`src/rtl/axil_pkg.sv`:
```
// Shared AXI4-Lite register-bank definitions: bus widths, response codes,
// write/read FSM states and the write holding-register payload.
package axil_pkg;

  localparam int unsigned AXIL_ADDR_W = 7;
  localparam int unsigned AXIL_DATA_W = 32;
  localparam int unsigned AXIL_STRB_W = 4;
  localparam int unsigned AXIL_IDX_W  = AXIL_ADDR_W - 2;

  localparam logic [1:0] RESP_OKAY   = 2'b00;
  localparam logic [1:0] RESP_SLVERR = 2'b10;

  typedef enum logic [2:0] {
    IDLE,
    HAVE_AW,
    HAVE_W,
    COMMIT,
    RESP
  } wr_state_e;

  typedef enum logic {
    R_IDLE,
    R_VALID
  } rd_state_e;

  // Latched AW index plus W payload, waiting for both halves of a write
  typedef struct packed {
    logic [AXIL_IDX_W-1:0]  idx;
    logic [AXIL_DATA_W-1:0] data;
    logic [AXIL_STRB_W-1:0] strb;
  } wr_hold_t;

endpackage

```
`src/rtl/axi_lite_if.sv`:
```
// AXI4-Lite bundle (7-bit address, 32-bit data) with master/slave views.
interface axi_lite;
  import axil_pkg::*;

  logic                   awvalid;
  logic                   awready;
  logic [AXIL_ADDR_W-1:0] awaddr;
  logic                   wvalid;
  logic                   wready;
  logic [AXIL_DATA_W-1:0] wdata;
  logic [AXIL_STRB_W-1:0] wstrb;
  logic                   bvalid;
  logic                   bready;
  logic [1:0]             bresp;
  logic                   arvalid;
  logic                   arready;
  logic [AXIL_ADDR_W-1:0] araddr;
  logic                   rvalid;
  logic                   rready;
  logic [AXIL_DATA_W-1:0] rdata;
  logic [1:0]             rresp;

  modport master (
    output awvalid, awaddr, wvalid, wdata, wstrb, bready, arvalid, araddr, rready,
    input  awready, wready, bvalid, bresp, arready, rvalid, rdata, rresp
  );

  modport slave (
    input  awvalid, awaddr, wvalid, wdata, wstrb, bready, arvalid, araddr, rready,
    output awready, wready, bvalid, bresp, arready, rvalid, rdata, rresp
  );

endinterface

```
`src/rtl/axil_byte_en_reg.sv`:
```
// One 32-bit register with asynchronous reset and per-byte write enables.
module axil_byte_en_reg
  import axil_pkg::*;
(
  input  logic                   clk,
  input  logic                   rst_n,
  input  logic [AXIL_STRB_W-1:0] byte_en,
  input  logic [AXIL_DATA_W-1:0] d,
  output logic [AXIL_DATA_W-1:0] q
);

  always_ff @(posedge clk or negedge rst_n) begin
    if (!rst_n) begin
      q <= '0;
    end else begin
      for (int unsigned k = 0; k < AXIL_STRB_W; k++) begin
        if (byte_en[k]) q[8*k +: 8] <= d[8*k +: 8];
      end
    end
  end

endmodule

```
`src/rtl/axi_lite_reg_bank.sv`:
```
// AXI4-Lite slave register bank feeding coefficients/control to the LMS core.
// Define AXIL_REG_BANK_SLVERR_EN to answer unmapped accesses with SLVERR.
module axi_lite_reg_bank
  import axil_pkg::*;
#(
  parameter int unsigned NUM_REGS = 16
) (
  input  logic                     clk,
  input  logic                     rst_n,
  axi_lite.slave                   s_axi,
  output logic [NUM_REGS*32-1:0]   regs_o,
  output logic [NUM_REGS-1:0]      wr_pulse_o
);

`ifdef AXIL_REG_BANK_SLVERR_EN
  localparam logic [1:0] UNMAPPED_RESP = RESP_SLVERR;
`else
  localparam logic [1:0] UNMAPPED_RESP = RESP_OKAY;
`endif

  wr_state_e wr_state, wr_next;
  rd_state_e rd_state, rd_next;
  wr_hold_t  hold;

  logic                   aw_hs, w_hs, ar_hs, commit;
  logic [NUM_REGS-1:0]    wr_sel;
  logic [AXIL_IDX_W-1:0]  ar_idx;
  logic [AXIL_DATA_W-1:0] rd_val;
  logic                   rd_hit;
  logic [AXIL_DATA_W-1:0] reg_q [NUM_REGS];
  logic                   unused_addr_lsbs;

  // Held flags and response-valid are decoded straight from the state register
  assign s_axi.awready = (wr_state == IDLE) || (wr_state == HAVE_W);
  assign s_axi.wready  = (wr_state == IDLE) || (wr_state == HAVE_AW);
  assign s_axi.bvalid  = (wr_state == RESP);
  assign s_axi.arready = (rd_state == R_IDLE);
  assign s_axi.rvalid  = (rd_state == R_VALID);

  assign aw_hs  = s_axi.awvalid && s_axi.awready;
  assign w_hs   = s_axi.wvalid  && s_axi.wready;
  assign ar_hs  = s_axi.arvalid && s_axi.arready;
  assign commit = (wr_state == COMMIT);
  assign ar_idx = s_axi.araddr[AXIL_ADDR_W-1:2];

  assign unused_addr_lsbs = ^{s_axi.awaddr[1:0], s_axi.araddr[1:0]};

  always_ff @(posedge clk or negedge rst_n) begin
    if (!rst_n) begin
      wr_state <= IDLE;
      rd_state <= R_IDLE;
    end else begin
      wr_state <= wr_next;
      rd_state <= rd_next;
    end
  end

  always_comb begin
    wr_next = wr_state;
    rd_next = rd_state;
    case (wr_state)
      IDLE: begin
        if (aw_hs && w_hs) wr_next = COMMIT;
        else if (aw_hs)    wr_next = HAVE_AW;
        else if (w_hs)     wr_next = HAVE_W;
      end
      HAVE_AW: if (w_hs)  wr_next = COMMIT;
      HAVE_W:  if (aw_hs) wr_next = COMMIT;
      COMMIT:  wr_next = RESP;
      RESP:    if (s_axi.bready) wr_next = IDLE;
      default: wr_next = IDLE;
    endcase
    case (rd_state)
      R_IDLE:  if (ar_hs) rd_next = R_VALID;
      R_VALID: if (s_axi.rready) rd_next = R_IDLE;
      default: rd_next = R_IDLE;
    endcase
  end

  // Address decode for the pending write and the incoming read
  always_comb begin
    wr_sel = '0;
    rd_val = '0;
    rd_hit = 1'b0;
    for (int unsigned i = 0; i < NUM_REGS; i++) begin
      wr_sel[i] = (hold.idx == AXIL_IDX_W'(i));
      if (ar_idx == AXIL_IDX_W'(i)) begin
        rd_val = reg_q[i];
        rd_hit = 1'b1;
      end
    end
  end

  always_ff @(posedge clk or negedge rst_n) begin
    if (!rst_n) begin
      hold        <= '0;
      wr_pulse_o  <= '0;
      s_axi.bresp <= RESP_OKAY;
    end else begin
      if (aw_hs) hold.idx <= s_axi.awaddr[AXIL_ADDR_W-1:2];
      if (w_hs) begin
        hold.data <= s_axi.wdata;
        hold.strb <= s_axi.wstrb;
      end
      wr_pulse_o <= commit ? wr_sel : '0;
      if (commit) s_axi.bresp <= (|wr_sel) ? RESP_OKAY : UNMAPPED_RESP;
    end
  end

  // Read capture sees register values from before a same-edge commit
  always_ff @(posedge clk or negedge rst_n) begin
    if (!rst_n) begin
      s_axi.rdata <= '0;
      s_axi.rresp <= RESP_OKAY;
    end else if (ar_hs) begin
      s_axi.rdata <= rd_val;
      s_axi.rresp <= rd_hit ? RESP_OKAY : UNMAPPED_RESP;
    end
  end

  for (genvar g = 0; g < NUM_REGS; g++) begin : g_reg
    axil_byte_en_reg u_reg (
      .clk     (clk),
      .rst_n   (rst_n),
      .byte_en ((commit && wr_sel[g]) ? hold.strb : '0),
      .d       (hold.data),
      .q       (reg_q[g])
    );
    assign regs_o[32*g +: 32] = reg_q[g];
  end

endmodule

```
`src/flat_wrapper.sv`:
```
// flat-port wrapper written by rule: the top's interface ports become plain ports
module axi_lite_reg_bank_flat import axil_pkg::*;
#(
  parameter int unsigned NUM_REGS = 16
)
  (clk, rst_n, regs_o, wr_pulse_o, s_axi_awvalid, s_axi_awaddr, s_axi_wvalid, s_axi_wdata, s_axi_wstrb, s_axi_bready, s_axi_arvalid, s_axi_araddr, s_axi_rready, s_axi_awready, s_axi_wready, s_axi_bvalid, s_axi_bresp, s_axi_arready, s_axi_rvalid, s_axi_rdata, s_axi_rresp);
  axi_lite s_axi_i ();
  input  logic clk;
  input  logic rst_n;
  output logic [NUM_REGS*32-1:0] regs_o;
  output logic [NUM_REGS-1:0] wr_pulse_o;
  input wire logic [$bits(s_axi_i.awvalid)-1:0] s_axi_awvalid;
  input wire logic [$bits(s_axi_i.awaddr)-1:0] s_axi_awaddr;
  input wire logic [$bits(s_axi_i.wvalid)-1:0] s_axi_wvalid;
  input wire logic [$bits(s_axi_i.wdata)-1:0] s_axi_wdata;
  input wire logic [$bits(s_axi_i.wstrb)-1:0] s_axi_wstrb;
  input wire logic [$bits(s_axi_i.bready)-1:0] s_axi_bready;
  input wire logic [$bits(s_axi_i.arvalid)-1:0] s_axi_arvalid;
  input wire logic [$bits(s_axi_i.araddr)-1:0] s_axi_araddr;
  input wire logic [$bits(s_axi_i.rready)-1:0] s_axi_rready;
  output wire logic [$bits(s_axi_i.awready)-1:0] s_axi_awready;
  output wire logic [$bits(s_axi_i.wready)-1:0] s_axi_wready;
  output wire logic [$bits(s_axi_i.bvalid)-1:0] s_axi_bvalid;
  output wire logic [$bits(s_axi_i.bresp)-1:0] s_axi_bresp;
  output wire logic [$bits(s_axi_i.arready)-1:0] s_axi_arready;
  output wire logic [$bits(s_axi_i.rvalid)-1:0] s_axi_rvalid;
  output wire logic [$bits(s_axi_i.rdata)-1:0] s_axi_rdata;
  output wire logic [$bits(s_axi_i.rresp)-1:0] s_axi_rresp;
  assign s_axi_i.awvalid = s_axi_awvalid;
  assign s_axi_i.awaddr = s_axi_awaddr;
  assign s_axi_i.wvalid = s_axi_wvalid;
  assign s_axi_i.wdata = s_axi_wdata;
  assign s_axi_i.wstrb = s_axi_wstrb;
  assign s_axi_i.bready = s_axi_bready;
  assign s_axi_i.arvalid = s_axi_arvalid;
  assign s_axi_i.araddr = s_axi_araddr;
  assign s_axi_i.rready = s_axi_rready;
  assign s_axi_awready = s_axi_i.awready;
  assign s_axi_wready = s_axi_i.wready;
  assign s_axi_bvalid = s_axi_i.bvalid;
  assign s_axi_bresp = s_axi_i.bresp;
  assign s_axi_arready = s_axi_i.arready;
  assign s_axi_rvalid = s_axi_i.rvalid;
  assign s_axi_rdata = s_axi_i.rdata;
  assign s_axi_rresp = s_axi_i.rresp;
  axi_lite_reg_bank #(.NUM_REGS(NUM_REGS)) u_core (.clk(clk), .rst_n(rst_n), .s_axi(s_axi_i), .regs_o(regs_o), .wr_pulse_o(wr_pulse_o));
endmodule
```
`config.mk`:
```
export PLATFORM = sky130hd
export DESIGN_NAME = axi_lite_reg_bank_flat
export DESIGN_NICKNAME = d
export VERILOG_FILES = /design/src/rtl/axil_pkg.sv /design/src/rtl/axi_lite_if.sv /design/src/rtl/axil_byte_en_reg.sv /design/src/rtl/axi_lite_reg_bank.sv /design/src/flat_wrapper.sv
export SDC_FILE = /design/constraint.sdc
export NUM_CORES = 1
export LEC_CHECK = 0
export ABC_CLOCK_PERIOD_IN_PS = 2600
export CAP_MARGIN = 20
export CELL_PAD_IN_SITES_DETAIL_PLACEMENT = 0
export CELL_PAD_IN_SITES_GLOBAL_PLACEMENT = 1
export CORE_UTILIZATION = 35
export DETAILED_ROUTE_END_ITERATION = 8
export PLACE_DENSITY_LB_ADDON = 0.1
export SLEW_MARGIN = 20
export SYNTH_ARGS = -nofsm -noshare
export SYNTH_HDL_FRONTEND = slang
export SYNTH_HIERARCHICAL = 1
export SYNTH_SLANG_ARGS = --single-unit
export TNS_END_PERCENT = 10
```
`constraint.sdc`:
```
create_clock -name clk -period 2.6 [get_ports clk]
set_clock_uncertainty 0.05 [all_clocks]
set_input_delay 0.39 -clock clk [delete_from_list [all_inputs] [get_ports clk]]
set_output_delay 0.39 -clock clk [all_outputs]
set_load 0.01 [all_outputs]
```
==> results.md <==
* Outcome: finished clean
* Final hold violations at 0
* CTS tree: built
* Layout cells sized above 1 at 0.3421
* Final Worst Setup Slack at about 0.043 ns
* Ys Warns at 6
* Site row count at roughly 110
* DP Worst Slack at -0.3793 ns
* Worst path top cell family by delay: compound AO/OA/AOI/OAI gates
* Crit path capture type: register
* Startpoint Class: input pin
* Worst-path clk slew at ~0.060 ns
* Pins over their slew limit at 0
* LEAKAGE at 18.77 nW
* Fin crit share at 0.9834
* CP Buf/Inv Count at 3
* # setup viols final at 0
* Placeable Area at around 84000 um^2
* Crit Path Class: in -> reg
* Yosys top cell area share at 0.5086
* Global placer's final weighted congestion at 0.9384
* Mapped Area at 29770 um^2
* Synth Register Bits at about 610
* Worst slew pin tran at about 1.0 ns
* Largest net degree at the start of global routing at 84
* HP Class: in -> async
* Sequential-to-total area share from yosys stat at 0.5086
* Crit path max fanout at 15
* Port Buffers at ~600
* Most used DFF post-synth: dfrtp_1
* Routed length per instance at around 33 um
* Clk buf depth at 3
* Die W at ~290 um
* DR pass1 iterations at 9
* First-pass GRT wire length at roughly 190 mm
* H-tree Lvls at 3
* Final ANT Viol Nets at 0
* Total gr overflow at 0
* Yosys cell types at 73
* Post-Syn Instances at roughly 2200
* # clock sinks at 605
* Critical path's largest stage delay at roughly 0.65 ns
* Worst path cell trace: clkdlybuf4s50_1, buf_12, or3b_1, nor2_2, buf_4, a221oi_1, o21ai_0, a2111oi_0, nor2_1
* Clk Latency, worst-skew pair at just over 0.6 ns
* Slew HR at 0.3002
* Post-synth top area cell: dfrtp_1
* Synth area leaders: dfrtp_1 (51%), mux2_4 (26%), buf_6 (2.7%)
* Starting Density at 0.3546
* Die area at approximately 86000 um^2
* Vias in the first global route at 23690
* Nets at approximately 3100
* Initial antenna violation count at 3
* Setup repair bufs after CTS at 0
* Maximum VDD drop at 0.6786 mV
* Overall routing resource usage at 0.3145
* Initial DRC Count at roughly 2300
* Hold WS at about 0.21 ns
* RSZ-0062 raised after global routing: false
* Routed wire length at between 100 and 150 mm
* Synthesized area per cell at roughly 14 um^2
* Area delta synth->final at 41.95%
* Async S/R FF share, synth at 1.000
* Final min period at roughly 2.6 ns
* Final HPWL DP at around 110 mm
* Post-DR vias/cell at ~5.5
* Worst EP arrival at approximately 3 ns
* PD cells at between 1000 and 1500 nW/um^2
* Chip Height at 293.6 um
* Achievable Freq at roughly 390 MHz
* Max Cap Viol at 0
* Number of buffers created by CTS at 70
* Via count at around 23000
* Number of synthesized flops with an enable pin at 0
* # DRC at 0
* Crit-path slowest cell: a2111oi_0
* Critical Path RT at between 3 and 4 ns
* Top Ports at 626
* Root Driver: clkbuf_16
path summary, 6_finish.rpt:
kind	end	cells past startpoint	from	slack [ns]
min in group clk	u_core/s_axi.rvalid	2	s_axi_rready	0.31
min	u_core/g_reg[13].u_reg/q[20]	2	rst_n	0.21
max reg2reg	u_core/g_reg[15].u_reg/q[24]	8	u_core/wr_state[1]	0.16
max	u_core/s_axi.rdata[23]	9	s_axi_araddr[6]	0.04
max in group asynchronous	u_core/g_reg[15].u_reg/q[13]	4	rst_n	1.31
min reg2reg	u_core/s_axi.rdata[4]	2	u_core/s_axi.rdata[4]	0.48
worst reg2reg max path: cells and delay by family, from the launching register on:
kind,cells,cell delay [ns]
buffers and inverters,2,0.45
flip-flops,1,0.42
multiplexers,1,0.32
AND/OR/NAND/NOR,5,1.07
flip-flops by register name, summed over array words and instances, names as in the netlist:
| signal | flops |
|---|---|
| u_core/hold | 41 |
| u_core/wr_pulse_o | 16 |
| u_core/s_axi.rdata | 32 |
| u_core/wr_state | 3 |
| u_core/g.u_reg/q | 512 |
| u_core/s_axi.rvalid | 1 |
layout make-up:
type / count / area (um^2)
flip-flops and latches: 605 / 15140
multi-input cells: 1384 / 13400
inverters: 6 / 22.52
repair buffers: 983 / 9719
well taps: 1134 / 1419
clock inverters: 23 / 446.7
diodes: 2 / 5.005
fillers: 7415 / 41700
clock buffers: 103 / 2110
synth_stat cells, types with 7 or more instances:
master     instances
mux2_4           512
o22ai_1           37
nor2b_1           10
o221ai_1          22
nor4_1             7
buf_4             17
and2_1            68
a221o_1           16
a221oi_1          29
nand3_1           15
o2bb2ai_1         15
a22oi_1           46
clkbuf_1          37
a21oi_1           74
nor2_1           115
o211ai_1           9
a21o_1             8
buf_2             34
dfrtp_1          605
nand2_1           70
buf_6             71
nor3_1            20
mux2i_1           35
a31oi_1            9
o21ai_0           85
a222oi_1           9
mux2_2            46
a211oi_1          22
nand2b_1           8
kinds of logic (layout without fill, tap and decap cells):
kind of cell / count (synthesis) / in the layout / share of synthesized area
compound gates: 427 / 427 / 0.09868
buf+inv: 167 / 1115 / 0.04258
mux: 594 / 594 / 0.2882
simple gates: 359 / 359 / 0.06191
other cells: 1 / 6 / 0.0001260
flops: 605 / 605 / 0.5086
power breakdown:
part	internal (mW)	switching (mW)	leakage, nW	total [mW]
sequential	13.3	7.15	8.21	20.4
combinational	11.8	6.56	9.31	18.4
clock	6.82	4.13	1.25	11.0
total	31.9	17.8	18.8	49.8
what timing repair did:
item / CTS / global route
gates resized for setup: 0 / 1
endpoints found under the hold margin: 25 / 0
hold buffers: 1 / 0
endpoints found under the setup margin: 0 / 15
through the flow:
step / cell area, um^2 / cells / setup TNS [ns] / util / total power [mW]
final: 42260 / 4240 / 0 / 0.5034 / 49.77
after global routing: 42260 / 4240 / 0 / 0.5034 / 51.51
after CTS: 42250 / 4238 / 0 / 0.5032 / 49.85
after detailed placement: 39680 / 4111 / -8.299 / 0.4727 / 38.76
after global placement: 39680 / 4111 / -7.630 / 0.4727 / 38.46
after floorplan: 29780 / 2156 / 0 / - / 25.40
metal layers:
layer / global-route usage / vias to the layer above / share of wire / wire length (um)
met3: 0.07523 / 222 / 0.078 / 10730
met2: 0.4912 / 1111 / 0.46 / 63190
li1: - / 9774 / - / -
met5: 0 / - / 0 / 0
met4: 0.1180 / 0 / 0.038 / 5306
met1: 0.4220 / 12100 / 0.43 / 59010
cell usage in the layout, fill, tap and decap left out, types with 5 or more instances in the layout:
cell type | Yosys | layout
o22ai_1 | 37 | 37
clkbuf_1 | 37 | 13
nand2b_1 | 8 | 8
a31oi_1 | 9 | 9
clkbuf_16 | 0 | 73
a211oi_1 | 22 | 22
buf_12 | 0 | 64
a21oi_1 | 74 | 74
o21a_1 | 6 | 6
nor2_2 | 4 | 5
mux2i_1 | 35 | 35
a221o_1 | 16 | 16
dfrtp_1 | 605 | 605
and3_1 | 5 | 5
o21ai_0 | 85 | 85
clkinv_2 | 0 | 6
o221ai_1 | 22 | 22
a22oi_1 | 46 | 46
mux2_2 | 46 | 46
o211ai_1 | 9 | 9
bufinv_16 | 0 | 12
nor2_1 | 115 | 114
clkdlybuf4s50_1 | 0 | 613
a221oi_1 | 29 | 29
nor4_1 | 7 | 6
nand3_1 | 15 | 15
nand2_1 | 70 | 70
nor3_1 | 20 | 20
or3_1 | 6 | 6
buf_4 | 17 | 302
o2bb2ai_1 | 15 | 15
nor2b_1 | 10 | 7
inv_1 | 6 | 6
a2bb2oi_1 | 6 | 6
a21o_1 | 8 | 8
o32ai_1 | 6 | 6
mux2_4 | 512 | 512
and2_1 | 68 | 67
clkbuf_8 | 0 | 17
a222oi_1 | 9 | 9
No activity file was read; power rests on OpenSTA's default activity.
